## src/rtl/vga_timing_controller.sv

```systemverilog
// VGA raster sequencer: pixel-rate divider, H/V counters, syncs and strobes.
// Starts and stops only on frame boundaries under the enable request.
module vga_timing_controller #(
  parameter int N        = 9,
  parameter int CLK_DIV  = 2,
  parameter int H_SYNC   = 96,
  parameter int H_BACK   = 46,
  parameter int H_ACTIVE = 640,
  parameter int H_FRONT  = 18,
  parameter int V_SYNC   = 2,
  parameter int V_BACK   = 33,
  parameter int V_ACTIVE = 480,
  parameter int V_FRONT  = 10
) (
  input  logic         clk,
  input  logic         rst,
  input  logic         enable,
  output logic [N:0]   countH,
  output logic [N:0]   countV,
  output logic         hsync,
  output logic         vsync,
  output logic         pixel_tick,
  output logic         active,
  output logic         line_start,
  output logic         frame_start,
  output logic         running
);

  localparam int W       = N + 1;
  localparam int H_TOTAL = H_SYNC + H_BACK + H_ACTIVE + H_FRONT;
  localparam int V_TOTAL = V_SYNC + V_BACK + V_ACTIVE + V_FRONT;
  localparam int HA_LO   = H_SYNC + H_BACK;
  localparam int HA_HI   = HA_LO + H_ACTIVE - 1;
  localparam int VA_LO   = V_SYNC + V_BACK;
  localparam int VA_HI   = VA_LO + V_ACTIVE - 1;
  localparam int DW      = (CLK_DIV > 1) ? $clog2(CLK_DIV) : 1;

  typedef enum logic [1:0] {
    IDLE  = 2'd0,
    RUN   = 2'd1,
    DRAIN = 2'd2
  } state_t;

  state_t        state;
  logic [DW-1:0] div_cnt;
  logic          tick;
  logic          h_wrap;
  logic          v_wrap;
  logic          stop;
  logic [N:0]    next_h;
  logic [N:0]    next_v;

  function automatic logic in_window(
    input logic [N:0] h,
    input logic [N:0] v
  );
    return (h >= W'(HA_LO)) && (h <= W'(HA_HI)) &&
           (v >= W'(VA_LO)) && (v <= W'(VA_HI));
  endfunction

  always_comb begin
    tick   = (div_cnt == DW'(CLK_DIV - 1));
    h_wrap = (countH == W'(H_TOTAL - 1));
    v_wrap = (countV == W'(V_TOTAL - 1));
    stop   = (state == DRAIN) && !enable && h_wrap && v_wrap;
    next_h = h_wrap ? '0 : countH + W'(1);
    next_v = countV;
    if (h_wrap) begin
      next_v = v_wrap ? '0 : countV + W'(1);
    end
  end

  always_ff @(posedge clk) begin
    if (rst) begin
      state       <= IDLE;
      div_cnt     <= '0;
      countH      <= '0;
      countV      <= '0;
      hsync       <= 1'b1;
      vsync       <= 1'b1;
      active      <= 1'b0;
      pixel_tick  <= 1'b0;
      line_start  <= 1'b0;
      frame_start <= 1'b0;
      running     <= 1'b0;
    end else begin
      pixel_tick  <= 1'b0;
      line_start  <= 1'b0;
      frame_start <= 1'b0;
      unique case (state)
        IDLE: begin
          div_cnt <= '0;
          if (enable) begin
            state       <= RUN;
            running     <= 1'b1;
            countH      <= '0;
            countV      <= '0;
            hsync       <= (H_SYNC == 0);
            vsync       <= (V_SYNC == 0);
            active      <= in_window('0, '0);
            line_start  <= 1'b1;
            frame_start <= 1'b1;
          end
        end
        RUN, DRAIN: begin
          div_cnt <= tick ? '0 : div_cnt + DW'(1);
          state   <= enable ? RUN : DRAIN;
          // Drain completes only on the end-of-frame tick.
          if (tick && stop) begin
            state   <= IDLE;
            running <= 1'b0;
            countH  <= '0;
            countV  <= '0;
            hsync   <= 1'b1;
            vsync   <= 1'b1;
            active  <= 1'b0;
          end else if (tick) begin
            countH      <= next_h;
            countV      <= next_v;
            hsync       <= (next_h >= W'(H_SYNC));
            vsync       <= (next_v >= W'(V_SYNC));
            active      <= in_window(next_h, next_v);
            pixel_tick  <= 1'b1;
            line_start  <= h_wrap;
            frame_start <= h_wrap && v_wrap;
          end
        end
        default: begin
          state <= IDLE;
        end
      endcase
    end
  end

endmodule

```

## config.mk

```make
export PLATFORM = sky130hd
export DESIGN_NAME = vga_timing_controller
export DESIGN_NICKNAME = d
export VERILOG_FILES = /design/src/rtl/vga_timing_controller.sv
export SDC_FILE = /design/constraint.sdc
export NUM_CORES = 1
export LEC_CHECK = 0
export ABC_AREA = 1
export BUFFER_PORTS_ARGS = -buffer_cell sky130_fd_sc_hd__buf_2
export CAP_MARGIN = 20
export CORE_MARGIN = 2
export CORE_UTILIZATION = 30
export DETAILED_ROUTE_END_ITERATION = 12
export HOLD_SLACK_MARGIN = 0.1
export PLACE_DENSITY = 0.57
export RECOVER_POWER = 100
export SYNTH_ARGS = -nofsm -noshare
export SYNTH_HDL_FRONTEND = slang
export SYNTH_SLANG_ARGS = --single-unit
```

## constraint.sdc

```tcl
create_clock -name clk -period 2.9 [get_ports clk]
set_input_delay 0.145 -clock clk [delete_from_list [all_inputs] [get_ports clk]]
set_output_delay 0.145 -clock clk [all_outputs]
set_load 0.05 [all_outputs]
```

=== After elaboration in Yosys (flattened, before gate mapping) ===
Index checks and enable logic that the tools add are counted.
W data, S select, Z words.

* Flip-flop bits (word level): 30
* Output and inout port bits: 27
* Word-level logic and storage cells: 80

* $add $sub $neg: 3
* $lt $le $gt $ge: 6
* Eq/ne operators: 7
* Muxes and demuxes: 37
* Bitwise logic cells: 1
* Reduce and logical (&&, ||, !) cells: 15

{| class="wikitable"
|+ Operators with widths
! kind !! number
|-
| $mux W10 || 8
|-
| $pmux W10 S2 || 2
|-
| $add A10 B1 Y10 const B || 2
|-
| $eq A10 B10 Y1 const B || 2
|-
| $le A10 B10 Y1 const B || 2
|-
| $mux W1 || 16
|-
| $pmux W1 S2 || 7
|-
| $ge A10 B2 Y1 const B || 1
|-
| $ge A10 B6 Y1 const B || 1
|-
| $ge A10 B7 Y1 const B || 1
|-
| $ge A10 B8 Y1 const B || 1
|-
| $logic_and A1 B1 Y1 || 8
|-
| $mux W2 || 3
|-
| $reduce_and A3 Y1 || 2
|-
| $ne A2 B2 Y1 const B || 2
|-
| $pmux W2 S2 || 1
|-
| $ne A3 B3 Y1 const B || 1
|-
| $reduce_or A3 Y1 || 1
|-
| $eq A2 B1 Y1 const B || 1
|-
| $eq A2 B2 Y1 const B || 1
|-
| $logic_not A2 Y1 || 1
|-
| $reduce_bool A2 Y1 || 1
|-
| $reduce_or A2 Y1 || 1
|-
| $add A1 B1 Y1 const B || 1
|-
| other kinds (2) || 2
|}

=== Logic depth before layout (Yosys ltp) ===
* Word-level depth: 9
* Mapped depth: 14
* Mapped depth without buffers: 14

=== Worst setup path before layout ===
Ideal clock, no wire load.

* Path kind: register to register
* From: reg countH[1]
* To: reg countV[5]
* Library setup time: 134 ps
* Data arrival time: 2129 ps
* Data required time: 2766 ps
* Path slack: 637 ps
* Stages on the path, launching flop included: 12
* Buffers on the path: 1
* Clock period less this slack: 2263 ps
* Cell sequence: dfxtp_1 -> ha_1 -> nand2_2 -> nor2_8 -> inv_2 -> nor2_2 -> nand3_1 -> nand2_2 -> inv_2 -> buf_4 -> nand3_1 -> a21oi_1

* Cells in the longest elaborated chain, start to end: 6
* Elaborated cells between the ends (all ways): 10
* Those cells by class: eq/ne: 2; mux: 4; reduce/logical: 4

{| class="wikitable"
|+ RTL lines
! item !! RTL line !! source
|-
| from (decl) || 18 || <nowiki>output logic [N:0] countH,</nowiki>
|-
| from (signal assigned) || 118 || <nowiki>countH <= next_h;</nowiki>
|-
| $eq A10 B10 Y1 (*) || 63 || <nowiki>h_wrap = (countH == W'(H_TOTAL - 1));</nowiki>
|-
| $logic_and A1 B1 Y1 (2 in series) || 65 || <nowiki>stop = (state == DRAIN) && !enable && h_wrap && v_wrap;</nowiki>
|-
| $logic_and A1 B1 Y1 || 109 || <nowiki>if (tick && stop) begin</nowiki>
|-
| $ne A3 B3 Y1 (no line) / $mux W10 (equally long branches) || - ||
|-
| $reduce_and A3 Y1 (no line) / $pmux W10 S2 (equally long branches) || - ||
|-
| to (signal assigned) || 119 || <nowiki>countV <= next_v;</nowiki>
|-
| to (decl) || 19 || <nowiki>output logic [N:0] countV,</nowiki>
|}

Every way passes the cells marked *; elsewhere a longest branch is shown, timed or not. The select of a mux whose other input is x is not followed.
A chain may end at the register's enable or synchronous reset.

=== Worst setup path after layout ===
* From: reg countH[1]
* To: reg active

* Cells in the longest elaborated chain, start to end: 9
* Elaborated cells between the ends (all ways): 19
* Those cells by class: add/sub: 1; order compare: 4; eq/ne: 2; mux: 5; reduce/logical: 7

{| class="wikitable"
|+ RTL lines
! item !! RTL line !! source
|-
| $add A10 B1 Y10 / $eq A10 B10 Y1 (equally long branches) || 66, 63 ||
|-
| $mux W10 || 66 || <nowiki>next_h = h_wrap ? '0 : countH + W'(1);</nowiki>
|-
| $ge A10 B8 Y1 / $le A10 B10 Y1 (equally long branches) || 57 || <nowiki>return (h >= W'(HA_LO)) && (h <= W'(HA_HI)) &&</nowiki>
|-
| $logic_and A1 B1 Y1 (2 in series) || 57 ||
|-
| $logic_and A1 B1 Y1 || 58 || <nowiki>(v >= W'(VA_LO)) && (v <= W'(VA_HI));</nowiki>
|-
| $mux W1 || 117 || <nowiki>end else if (tick) begin</nowiki>
|-
| $mux W1 || 109 ||
|-
| $pmux W1 S2 || 90 || <nowiki>unique case (state)</nowiki>
|-
| to (signal assigned) || 100 || <nowiki>active <= in_window('0, '0);</nowiki>
|-
| to (signal assigned) || 122 || <nowiki>active <= in_window(next_h, next_v);</nowiki>
|-
| to (decl) || 23 || <nowiki>output logic active,</nowiki>
|}

Several ways; a longest one is shown, not always the timed one. The select of a mux whose other input is x is not followed.

==> metrics.md <==
| Metric | Value |
|---|---|
| Largest net degree at the start of global routing | `26` |
| Inserted Clock Buffers | `5` |
| Placed cell area | `roughly 0.0023 mm2` |
| Hold Violations, Final | `0` |
| Final TNS setup | `0 ns` |
| Syn-to-layout area delta | `12.1%` |
| Die area | `0.00765 mm2` |
| PostCTS Resize Cnt | `0` |
| Final Hold Slack | `0.210 ns` |
| Cells along the critical path | `ha_1, nand2_1, nor2_8, nand3_1, clkinv_4, nand2_1, nand2_1, nand2_2, o21bai_1, a21oi_2, nand2_1, a21oi_1` |
| Worst setup margin | `~0.44 ns` |
| CP Capture Type | `flip-flop` |
| Critical path type | `flip-flop to flip-flop` |
| Mapped cell area | `between 0.002 and 0.0025 mm2` |
| Most used cell, CP | `nand2_1` |
| Final GP Congestion | `0.894` |
| Initial Util | `a little over 30%` |
| Arrival time worst endpoint | `2.61 ns` |
| Main synth FF type | `dfxtp_1` |
| Layout Nets | `380` |
| Dominant cells by area after synthesis | `dfxtp_1, nand2_1, inv_1` |
| Root buffer cell | `clkbuf_8` |
| Crit path max-delay family | `simple AND/OR/NAND/NOR gates` |
| Vias per Instance | `between 4 and 5` |
| First-pass GRT wire length | `between 9 and 10 mm` |
| TritonRoute pass-1 iters | `4` |
| Leak Pwr | `between 0.001 and 0.0015 uW` |
| Most frequent cell after synthesis | `nand2_1` |
| Placement Rows | `30` |
| Clk_lat worst skew | `~0.28 ns` |
| Max Cap Viol | `0` |
| Fmax | `a little over 400 MHz` |
| WL/cell | `12.7 um` |
| Sequential area share after synthesis | `approximately 29%` |
| H-tree levels | `2` |
| Critical-path maximum fanout | `9` |
| CP bufs+invs | `1` |
| Synth warn | `0` |
| Via count | `approximately 2200` |
| Slew @ Worst Pin | `between 0.6 and 0.7 ns` |
| Share of the synthesized area in the top cell type | `between 20 and 30%` |
| Initial antenna violation count | `0` |
| Antenna Nets Post-Route | `0` |
| Final WL | `between 5 and 6 mm` |
| Max incr delay on CP | `between 0.4 and 0.5 ns` |
| Final instance area | `~0.0023 mm2` |
| Top Ports | `30` |
| Crit path time final | `between 2 and 2.5 ns` |
| Pre-CTS setup slack | `roughly 0.65 ns` |
| Worst path slowest cell | `nand3_1` |
| Die Y | `87.5 um` |
| HPWL Detailed | `roughly 4.3 mm` |
| Sink Count | `30` |
| Ratio of cells with drive above 1 in the final layout | `6.74%` |
| Gr ovfl total | `0` |
| DRC viols | `0` |
| # hold bufs at CTS | `0` |
| Fillers | `~760` |
| EDFF count, synth | `0` |
| # placed instances | `443` |
| R2R cell count | `12` |
| R2R setup slack | `~0.44 ns` |
| Avg Cell Area, Syn | `between 6 and 7 um2` |
| Post-CTS Repair Setup Buffers | `0` |
| CTS Buffer Depth | `2` |
| Clk_skew | `0.00807 ns` |
| Ys async rst share | `0%` |
| Number of synthesized register bits | `30` |
| Slew HR | `about three fifths` |
| Min-Delay Path Class | `input port to flip-flop` |
| Die span in x | `between 80 and 90 um` |
| Fin crit share | `around 85%` |
| Reg clk slew, reported paths | `around 0.070 ns` |
| RSZ-0062 raised after global routing | `false` |
| GRT Total Usage | `between 10% and 20%` |
| Distinct cells, synth | `31` |
| # diodes | `0` |
| Max Slew Vio Count | `0` |
| Critical path depth in cells | `12` |
| Multi-input logic area | `between 0.001 and 0.0015 mm2` |
| CP required | `~3 ns` |
| CP startpoint kind | `flip-flop` |
| Vias in the first global route | `roughly 2000` |
| Status | `finished, final reports clean` |
| Core area | `roughly 0.0068 mm2` |
| DRT iter0 DRCs | `122` |
| Syn Inst Count | `between 300 and 400` |
| Reg area | `~600 um2` |
| Fin cells | `around 450` |
| Port buffer count | `29` |
| CTS tree | `done` |
| Setup Viol. Count Final | `0` |
| Pwr per Cell Area | `~380 mW/mm2` |
| Worst Hold Depth | `3` |
| Synth top cells by count | `nand2_1, inv_1, nor2_1` |
| Yosys top cell by area | `dfxtp_1` |
| Mapped Nets | `351` |
| Maximum VDD drop | `0.000240 V` |
flip-flops by register name, indices dropped and copies added (netlist names):
signal / cells
running: 1
active: 1
pixel_tick: 1
vsync: 1
hsync: 1
countH: 10
div_cnt: 1
countV: 10
state: 2
line_start: 1
frame_start: 1
layout make-up:
cell class,instances,area share (%)
Inverter,48,7.90
Clock inverter,1,0.214
Sequential cell,30,25.6
Timing Repair Buffer,30,5.07
Multi-Input combinational cell,255,53.2
Clock buffer,7,3.68
Tap cell,80,4.27
cell families (layout without fill, tap and decap cells):
| family | after synthesis | after routing | share of synthesized area (%) |
|---|---|---|---|
| simple gates | 203 | 203 | 43.3 |
| buf+inv | 56 | 86 | 10.6 |
| compound gates | 43 | 43 | 12.3 |
| flops | 30 | 30 | 28.7 |
| fa+ha+maj | 7 | 7 | 4.19 |
| xor+xnor | 1 | 1 | 0.419 |
| mux | 1 | 1 | 0.479 |
layer usage:
metal	wire length (um)	up-vias	global-route usage (%)	part of all wire [%]
li1	-	1153	-	-
met1	2790	983	21.0	49
met2	2560	39	24.0	45
met3	265	10	4.08	4.6
met4	104	0	7.41	1.8
met5	0	-	0	0
report_power, final:
part	internal, uW	total [uW]	switching [uW]	leakage [uW]
Combinational	24.6	117	92.0	0.000801
Clock	191	348	157	0.0000482
Sequential	424	431	7.47	0.000243
tightest hold or removal path, stage by stage:
cell     delay [ns]
buf_2          0.12
inv_1          0.08
o32ai_1        0.09
placed cells by master, fill, tap and decap left out, types with 2 or more instances in the layout:
cell type  instances
o21ai_0            6
nand3_1           33
ha_1               7
o32ai_1            2
nor2_1            44
nor2_2             3
o21bai_1           4
inv_2              2
nand2_2            4
dfxtp_1           30
clkbuf_8           6
nand3_2            3
a21oi_1           24
buf_2              2
clkbuf_1          28
o21a_1             2
inv_1             45
nand4_1           11
nand2_1          102
final timing paths:
| check | startpoint | to |
|---|---|---|
| setup / recovery | countH[1]$_SDFFE_PP0P_ | active$_SDFFE_PP0P_ |
| setup reg to reg | countH[1]$_SDFFE_PP0P_ | active$_SDFFE_PP0P_ |
| hold / removal | enable | state[0]$_SDFFE_PP0P_ |
| hold reg to reg | running$_SDFFE_PP0P_ | running$_SDFFE_PP0P_ |
metrics by stage:
| step | utilization [%] | power (uW) |
|---|---|---|
| floorplan | - | 531 |
| global placement | 34.1 | 560 |
| detailed placement | 34.1 | 560 |
| CTS | 35.5 | 919 |
| global route | 34.7 | 951 |
| finish | 34.7 | 896 |
(Power assumes the default switching activity.)
